**src/rtl/vc_arbiter_rr_pkg.sv**
```systemverilog
// Shared constants, FSM encoding and one-hot helpers for the virtual-channel round-robin arbiter.
package vc_arbiter_rr_pkg;

  localparam int unsigned DATA_BITS = 10;
  localparam int unsigned NUM_CH    = 4;
  localparam int unsigned CLASS_MSB = DATA_BITS - 1;
  localparam int unsigned CLASS_LSB = DATA_BITS - 2;

  typedef enum logic [1:0] {
    StIdle  = 2'd0,
    StArb   = 2'd1,
    StPause = 2'd2
  } arb_state_e;

  function automatic logic [1:0] onehot4_to_idx(input logic [3:0] oh);
    logic [1:0] idx;
    idx = 2'd0;
    for (int i = 0; i < 4; i++) begin
      if (oh[i]) idx = 2'(i);
    end
    return idx;
  endfunction

  function automatic logic [3:0] idx_to_onehot4(input logic [1:0] idx);
    return 4'b0001 << idx;
  endfunction

endpackage

```
**src/rtl/vc_arbiter_rr_pick4.sv**
```systemverilog
// Combinational 4-way round-robin picker: first set request at or above ptr_i, modulo 4.
module rr_pick4 (
  input  logic [3:0] req_i,
  input  logic [1:0] ptr_i,
  output logic [3:0] grant_o,
  output logic       valid_o
);

  logic [1:0] idx;

  always_comb begin
    grant_o = 4'b0000;
    valid_o = 1'b0;
    idx     = ptr_i;
    for (int i = 0; i < 4; i++) begin
      idx = ptr_i + 2'(i);
      if (!valid_o && req_i[idx]) begin
        grant_o[idx] = 1'b1;
        valid_o      = 1'b1;
      end
    end
  end

endmodule

```
**src/rtl/vc_arbiter_rr.sv**
```systemverilog
// Round-robin pop from four input FIFOs, routing each word to the output FIFO named by its class.
module vc_arbiter_rr
  import vc_arbiter_rr_pkg::*;
(
  input  logic                        clk,
  input  logic                        reset,
  input  logic [NUM_CH-1:0]           in_empty,
  input  logic [NUM_CH*DATA_BITS-1:0] in_data,
  output logic [NUM_CH-1:0]           in_pop,
  input  logic [NUM_CH-1:0]           out_almost_full,
  input  logic [NUM_CH-1:0]           out_full,
  output logic [NUM_CH-1:0]           out_push,
  output logic [DATA_BITS-1:0]        out_data,
  output logic                        active,
  output logic                        error_out
);

  arb_state_e           state_q, state_d;
  logic [1:0]           rr_ptr_q, rr_ptr_d;
  // [0]: a pop was issued last cycle; [1]: out_data_q holds a word to push
  logic [1:0]           pop_vld_q;
  logic [1:0]           pop_sel_q;
  logic [DATA_BITS-1:0] out_data_q;
  logic [DATA_BITS-1:0] sel_word;
  logic                 error_q;
  logic [3:0]           grant;
  logic                 grant_vld;
  logic                 any_req;
  logic                 af_any;

  assign any_req = ~&in_empty;
  assign af_any  = |out_almost_full;

  rr_pick4 u_pick (
    .req_i   (~in_empty),
    .ptr_i   (rr_ptr_q),
    .grant_o (grant),
    .valid_o (grant_vld)
  );

  always_comb begin
    state_d  = state_q;
    rr_ptr_d = rr_ptr_q;
    in_pop   = '0;
    case (state_q)
      StIdle: begin
        if (any_req && !af_any) state_d = StArb;
      end
      StArb: begin
        // Almost-full wins over a pending grant so no extra word is put in flight.
        if (af_any) begin
          state_d = StPause;
        end else if (!grant_vld) begin
          state_d = StIdle;
        end else if (!reset) begin
          in_pop   = grant;
          rr_ptr_d = onehot4_to_idx(grant) + 2'd1;
        end
      end
      StPause: begin
        if (!af_any) state_d = any_req ? StArb : StIdle;
      end
      default: state_d = StIdle;
    endcase
  end

  always_comb begin
    sel_word = in_data[DATA_BITS-1:0];
    for (int i = 0; i < NUM_CH; i++) begin
      if (pop_sel_q == 2'(i)) sel_word = in_data[i*DATA_BITS +: DATA_BITS];
    end
  end

  always_ff @(posedge clk) begin
    if (reset) begin
      state_q    <= StIdle;
      rr_ptr_q   <= 2'd0;
      pop_vld_q  <= 2'b00;
      pop_sel_q  <= 2'd0;
      out_data_q <= '0;
      error_q    <= 1'b0;
    end else begin
      state_q   <= state_d;
      rr_ptr_q  <= rr_ptr_d;
      pop_vld_q <= {pop_vld_q[0], |in_pop};
      if (|in_pop) pop_sel_q <= onehot4_to_idx(in_pop);
      if (pop_vld_q[0]) out_data_q <= sel_word;
      if (|(out_push & out_full)) error_q <= 1'b1;
    end
  end

  assign out_push  = pop_vld_q[1] ? idx_to_onehot4(out_data_q[CLASS_MSB:CLASS_LSB]) : '0;
  assign out_data  = out_data_q;
  assign active    = (state_q == StArb);
  assign error_out = error_q;

endmodule

```
**config.mk**
```make
export PLATFORM = sky130hd
export DESIGN_NAME = vc_arbiter_rr
export DESIGN_NICKNAME = d
export VERILOG_FILES = /design/src/rtl/vc_arbiter_rr_pkg.sv /design/src/rtl/vc_arbiter_rr_pick4.sv /design/src/rtl/vc_arbiter_rr.sv
export SDC_FILE = /design/constraint.sdc
export NUM_CORES = 1
export LEC_CHECK = 0
export ABC_AREA = 1
export BUFFER_PORTS_ARGS = -buffer_cell sky130_fd_sc_hd__buf_2
export CAP_MARGIN = 20
export CORE_UTILIZATION = 43
export DETAILED_ROUTE_END_ITERATION = 10
export GPL_TIMING_DRIVEN = 0
export PLACE_DENSITY = 0.88
export SETUP_SLACK_MARGIN = 0.02
export SLEW_MARGIN = 20
export SYNTH_ARGS = -nofsm -noshare
export SYNTH_HDL_FRONTEND = slang
export SYNTH_HIERARCHICAL = 1
export SYNTH_SLANG_ARGS = --single-unit
export TNS_END_PERCENT = 5
```
**constraint.sdc**
```tcl
create_clock -name clk -period 1.97 [get_ports clk]
set_input_delay 0.2955 -clock clk [delete_from_list [all_inputs] [get_ports clk]]
set_output_delay 0.2955 -clock clk [all_outputs]
set_load 0.05 [all_outputs]
```
### Word-level counts from Yosys, hierarchy flattened

Index checks and enable logic that the tools add are counted.

| word-level totals | value |
|---|---|
| input port bits | 54 |
| flip-flop bits (word level) | 19 |
| logic and storage cells | 101 |
| output and inout bits | 20 |

| cells by class | value |
|---|---|
| $lt $le $gt $ge | 8 |
| add/subtract/negate cells | 4 |
| bitwise gates (word level) | 6 |
| reduce and logical (&&, ||, !) cells | 20 |
| muxes and demuxes | 48 |
| eq/ne operators | 8 |
| shift operators | 1 |

Operator list:

| operator | count |
|---|---|
| $mux W4 | 9 |
| $mux W10 | 3 |
| $mux W2 | 12 |
| $mux W1 | 15 |
| $lt A2 B3 Y1 const B | 4 |
| $or A4 B4 Y4 | 3 |
| $reduce_or A4 Y1 | 3 |
| $bmux W1 S2 | 4 |
| $demux W1 S2 | 4 |
| $ge A2 B1 Y1 const B | 4 |
| $logic_and A1 B1 Y1 | 8 |
| $eq A2 B2 Y1 const B | 3 |
| $pmux W2 S3 | 1 |
| $reduce_and A3 Y1 | 2 |
| $logic_not A1 Y1 | 5 |
| $add A2 B1 Y2 const B | 2 |
| $add A2 B2 Y2 const B | 2 |
| $and A4 B4 Y4 | 1 |
| $eq A2 B1 Y1 const B | 2 |
| $ne A2 B2 Y1 const B | 2 |
| $not A4 Y4 | 1 |
| $reduce_and A4 Y1 | 1 |
| $shl A1 B2 Y4 const A | 1 |
| $ne A3 B2 Y1 const B | 1 |
| 2 further kinds | 2 |

### Longest topological paths before layout

| depth | value |
|---|---|
| depth after elaboration | 21 |
| mapped depth | 15 |
| gate-level depth less buffers | 15 |

### By module

The synthesis kept the hierarchy.

By module, submodules not included:

| module | sequential area each (um^2) | area an instance (um^2) | cells each | times used |
|---|---|---|---|---|
| vc_arbiter_rr | 380.4 | 1286.2 | 192 | 1 |
| rr_pick4 | 0.0 | 419.2 | 76 | 1 |

### Worst setup path before layout

No wires, ideal clock.

| path | value |
|---|---|
| path type | register -> output |
| start point | reg rr_ptr_q[0] |
| end point | out in_pop[0] |
| arrival time | 2.845 ns |
| stages on the path, launching flop included | 12 |
| path slack | -1.171 ns |
| path through | dfxtp_1 inv_2 ha_1 inv_1 nand3_1 o21a_1 inv_1 nand2_1 nand3_1 nor2_2 inv_1 nor3_1 |

RTL lines:

| item | RTL line | text |
|---|---|---|
| start, declared | vc_arbiter_rr.sv:19 | `logic [1:0] rr_ptr_q, rr_ptr_d;` |
| start signal, assigned | vc_arbiter_rr.sv:84 | `rr_ptr_q <= rr_ptr_d;` |
| branches (longest 11 deep; another with $add A2 B1 Y2) | n/a |  |
| $mux W1 * | vc_arbiter_rr_pick4.sv:17 | `if (!valid_o && req_i[idx]) begin` |
| via grant_vld | vc_arbiter_rr.sv:27 | `logic grant_vld;` |
| $mux W4 * | vc_arbiter_rr.sv:53 | `end else if (!grant_vld) begin` |
| $mux W4 * | vc_arbiter_rr.sv:51 | `if (af_any) begin` |
| $mux W4 * | vc_arbiter_rr.sv:45 | `case (state_q)` |
| end, declared | vc_arbiter_rr.sv:9 | `output logic [NUM_CH-1:0] in_pop,` |

Mark *: on every way through the listed nets, which the timed path passes. The select of a mux whose other input is x is not followed.

### Final worst setup path

| path | value |
|---|---|
| start point | reg rr_ptr_q[0] |
| end point | out in_pop[2] |

| on the way | value |
|---|---|
| cells in the longest elaborated chain, start to end | 16 |

RTL lines:

| item | RTL line | text |
|---|---|---|
| branches (longest 11 deep; another with $lt A2 B3 Y1) | n/a |  |
| $mux W4 * | vc_arbiter_rr_pick4.sv:17 |  |
| via grant[2] | vc_arbiter_rr.sv:26 | `logic [3:0] grant;` |
| $mux W4 * | vc_arbiter_rr.sv:55 | `end else if (!reset) begin` |
| $mux W4 * | vc_arbiter_rr.sv:53 |  |
| $mux W4 * | vc_arbiter_rr.sv:51 |  |
| $mux W4 * | vc_arbiter_rr.sv:45 |  |

Marks and branches as above.

==> reports/metrics.csv <==
metric,value,unit
Setup crit end kind,output port,
1st-pass router iterations,4,
Tightest Pin Transition,0.6622,ns
n_diodes,0,
RSZ-0062 raised after global routing,true,
Synth cell types,25,
top cell type's share of synthesized area,22.30,%
"CTS clk-pin slew, worst paths",0.07,ns
Yosys top cell by area,dfxtp_1,
Worst Hold Class,in2reg,
fin crit period,2.318,ns
antenna violations before repair,0,
first-pass GRT wire length,7.900,mm
deepest clock path buffer count,2,
clk sinks,19,
most frequent cells in the layout,"73 x buf_2, 55 x nand2_1, 35 x nand3_1, 32 x inv_1, 20 x nor2_1",
share of layout cells above drive strength 1,42.37,%
Routed Antenna Nets,0,
critical path class,reg2out,
Detailed Route WL,4.949,mm
Post-Syn Instances,268,
Avg Inst Size Synth,6.363,um^2
Fin. Hold Viols,0,
"slowest stage delay, CP",0.37,ns
Critical Path Most Common Cell,nand2_1,
"Slowest-stage cell, CP",dfxtp_4,
Worst-Skew Late Latency,0.26,ns
floorplan row count,22,
CP required,1.67,ns
mapped cell area,0.001705,mm^2
Cell Pwr Density,339.1,mW/mm^2
Synthesized Nets,328,
CP startpoint kind,flop,
"Design Area, Final",0.002400,mm^2
Leak,1.296,nW
total grt overflow,0,
Num CTS Buffers,3,
detailed-route wire length per cell,12.31,um
CP Cell Sequence,buf_4 -> nand2_1 -> nand3_4 -> nand2_4 -> nand2_2 -> nor2_4 -> nand3_1 -> nand2_1 -> inv_2 -> nor3_4 -> buf_6,
"top cells by area, synth","dfxtp_1 22%, nand2_1 13%, nand3_1 12%, inv_1 8.4%, o211ai_2 7.3%",
detailed placement HPWL,3.668,mm
"flops & latches, synth",19,
Post-route DRC,0,
Post-DP Area,0.002230,mm^2
maxcap violations,0,
vias in the first global route,1883,
Setup TNS,-1.377,ns
status,"finished, violations left",
final period utilization,117.7,%
Core Box Area,0.003744,mm^2
Slew Limit Fails,0,
Synth warnings,6,
htree depth,1,
worst-path maximum fanout,6,
gr usage total,23.74,%
"most common cell after layout, fill and taps aside",buf_2,
io pins,74,
Setup WS post-layout,-0.3480,ns
relative slew slack,55.85,%
die area,0.004222,mm^2
# nets final,415,
synthesis-to-layout area growth,40.72,%
VDD IR max,281.1,uV
vias per cell,5.149,
clk_skew,0.008514,ns
Die Y,64.98,um
final setup vio count,5,
dpl ws,-0.3635,ns
Via Count,2070,
failing checks,negative setup slack,
register area share after synthesis,22.30,%
PortBufs,72,
Fmax,431.4,MHz
root buf cell,clkbuf_8,
Iter 0 DRT Violations,142,
Worst EP arrival,2.02,ns
largest net degree at the start of global routing,11,
Placer Congestion,0.9157,
CTS tree,yes,
Starting Density,45.55,%
Die X,64.98,um
-- kinds of logic after synthesis --
| kind of cell | Yosys count | synth area share, % |
|---|---|---|
| and+or+nand+nor | 150 | 44.02 |
| buffers and inverters | 51 | 12.11 |
| AOI/OAI and AO/OA | 42 | 17.17 |
| DFF | 19 | 22.30 |
| adders and majority gates | 6 | 4.402 |
-- flip-flops by register name, indices dropped and copies added, names as in the netlist --
signal	count
error_out	1
out_data	10
pop_sel_q	2
pop_vld_q	2
rr_ptr_q	2
state_q	2
-- report_power, final --
group	leakage (nW)	total [W]	switching (W)	internal (W)
registers	0.155	0.000383	0.000000964	0.000382
logic	1.12	0.000157	0.0000851	0.0000716
clock network	0.0228	0.000274	0.000130	0.000144
-- synthesized netlist by cell type --
| master | count |
|---|---|
| o211ai_2 | 10 |
| or2_1 | 1 |
| clkbuf_2 | 1 |
| nor2_2 | 1 |
| buf_2 | 5 |
| buf_6 | 1 |
| a211oi_1 | 2 |
| o21a_1 | 1 |
| nor3_1 | 7 |
| nand3_1 | 40 |
| nand2_1 | 59 |
| clkbuf_1 | 4 |
| nand2_2 | 4 |
| nand2_4 | 1 |
| nand3_2 | 11 |
| nor2_4 | 1 |
| ha_1 | 6 |
| o21ai_0 | 15 |
| dfxtp_1 | 19 |
| nand4_1 | 1 |
| nor2_1 | 22 |
| a21oi_1 | 14 |
| inv_1 | 38 |
| nand3_4 | 2 |
| inv_2 | 2 |
-- stage by stage --
step                      utilization (%)  hold WS [ns]   power, W  instances
after global placement              59.56        0.4997  0.0005372        388
after CTS                           63.64        0.2888  0.0008091        402
final                               64.10        0.2929  0.0008138        402
after global routing                64.10        0.3082  0.0008463        402
after detailed placement            59.56        0.5077  0.0005397        388
after floorplan                         -        0.4445  0.0004714        268
-- critical path: cells and delay by family, from the launching register on --
| family | cells | cell delay [ns] |
|---|---|---|
| flip-flops | 1 | 0.37 |
| AND/OR/NAND/NOR | 8 | 1.00 |
| buffers and inverters | 3 | 0.41 |
-- layout make-up --
type | instances | area, um^2
Inverter | 40 | 165.2
Timing Repair Buffer | 82 | 460.4
Fill cell | 321 | 1344
Multi-Input combinational cell | 198 | 1225
Buffer | 11 | 56.30
Tap cell | 48 | 60.06
Clock buffer | 4 | 45.04
Sequential cell | 19 | 387.9
-- final timing paths --
kind	from	endpoint	slack [ns]	cells past startpoint
max	rr_ptr_q[0]	in_pop[2]	-0.35	11
min	out_full[3]	error_out	0.29	3
max reg2reg	rr_ptr_q[0]	pop_sel_q[0]	-0.01	12
min reg2reg	out_data[6]	out_data[6]	0.54	2
-- layer usage --
| metal | share of wire, % | global-route usage [%] | wire, um | up-vias |
|---|---|---|---|---|
| met3 | 5.6 | 2.641 | 275 | 12 |
| met5 | 0 | 0 | 0 | - |
| li1 | - | - | - | 1050 |
| met1 | 41 | 27.10 | 2012 | 937 |
| met2 | 51 | 44.27 | 2536 | 71 |
| met4 | 2.5 | 9.167 | 125 | 0 |
-- repair_timing --
item                                    in CTS  in global routing
resized for setup                           11                 10
endpoints found under the setup margin       7                  8
pin swaps                                    8                  4
buffers inserted                            10                  0
hold buffers                                 0                  0
(Power assumes the default switching activity.)
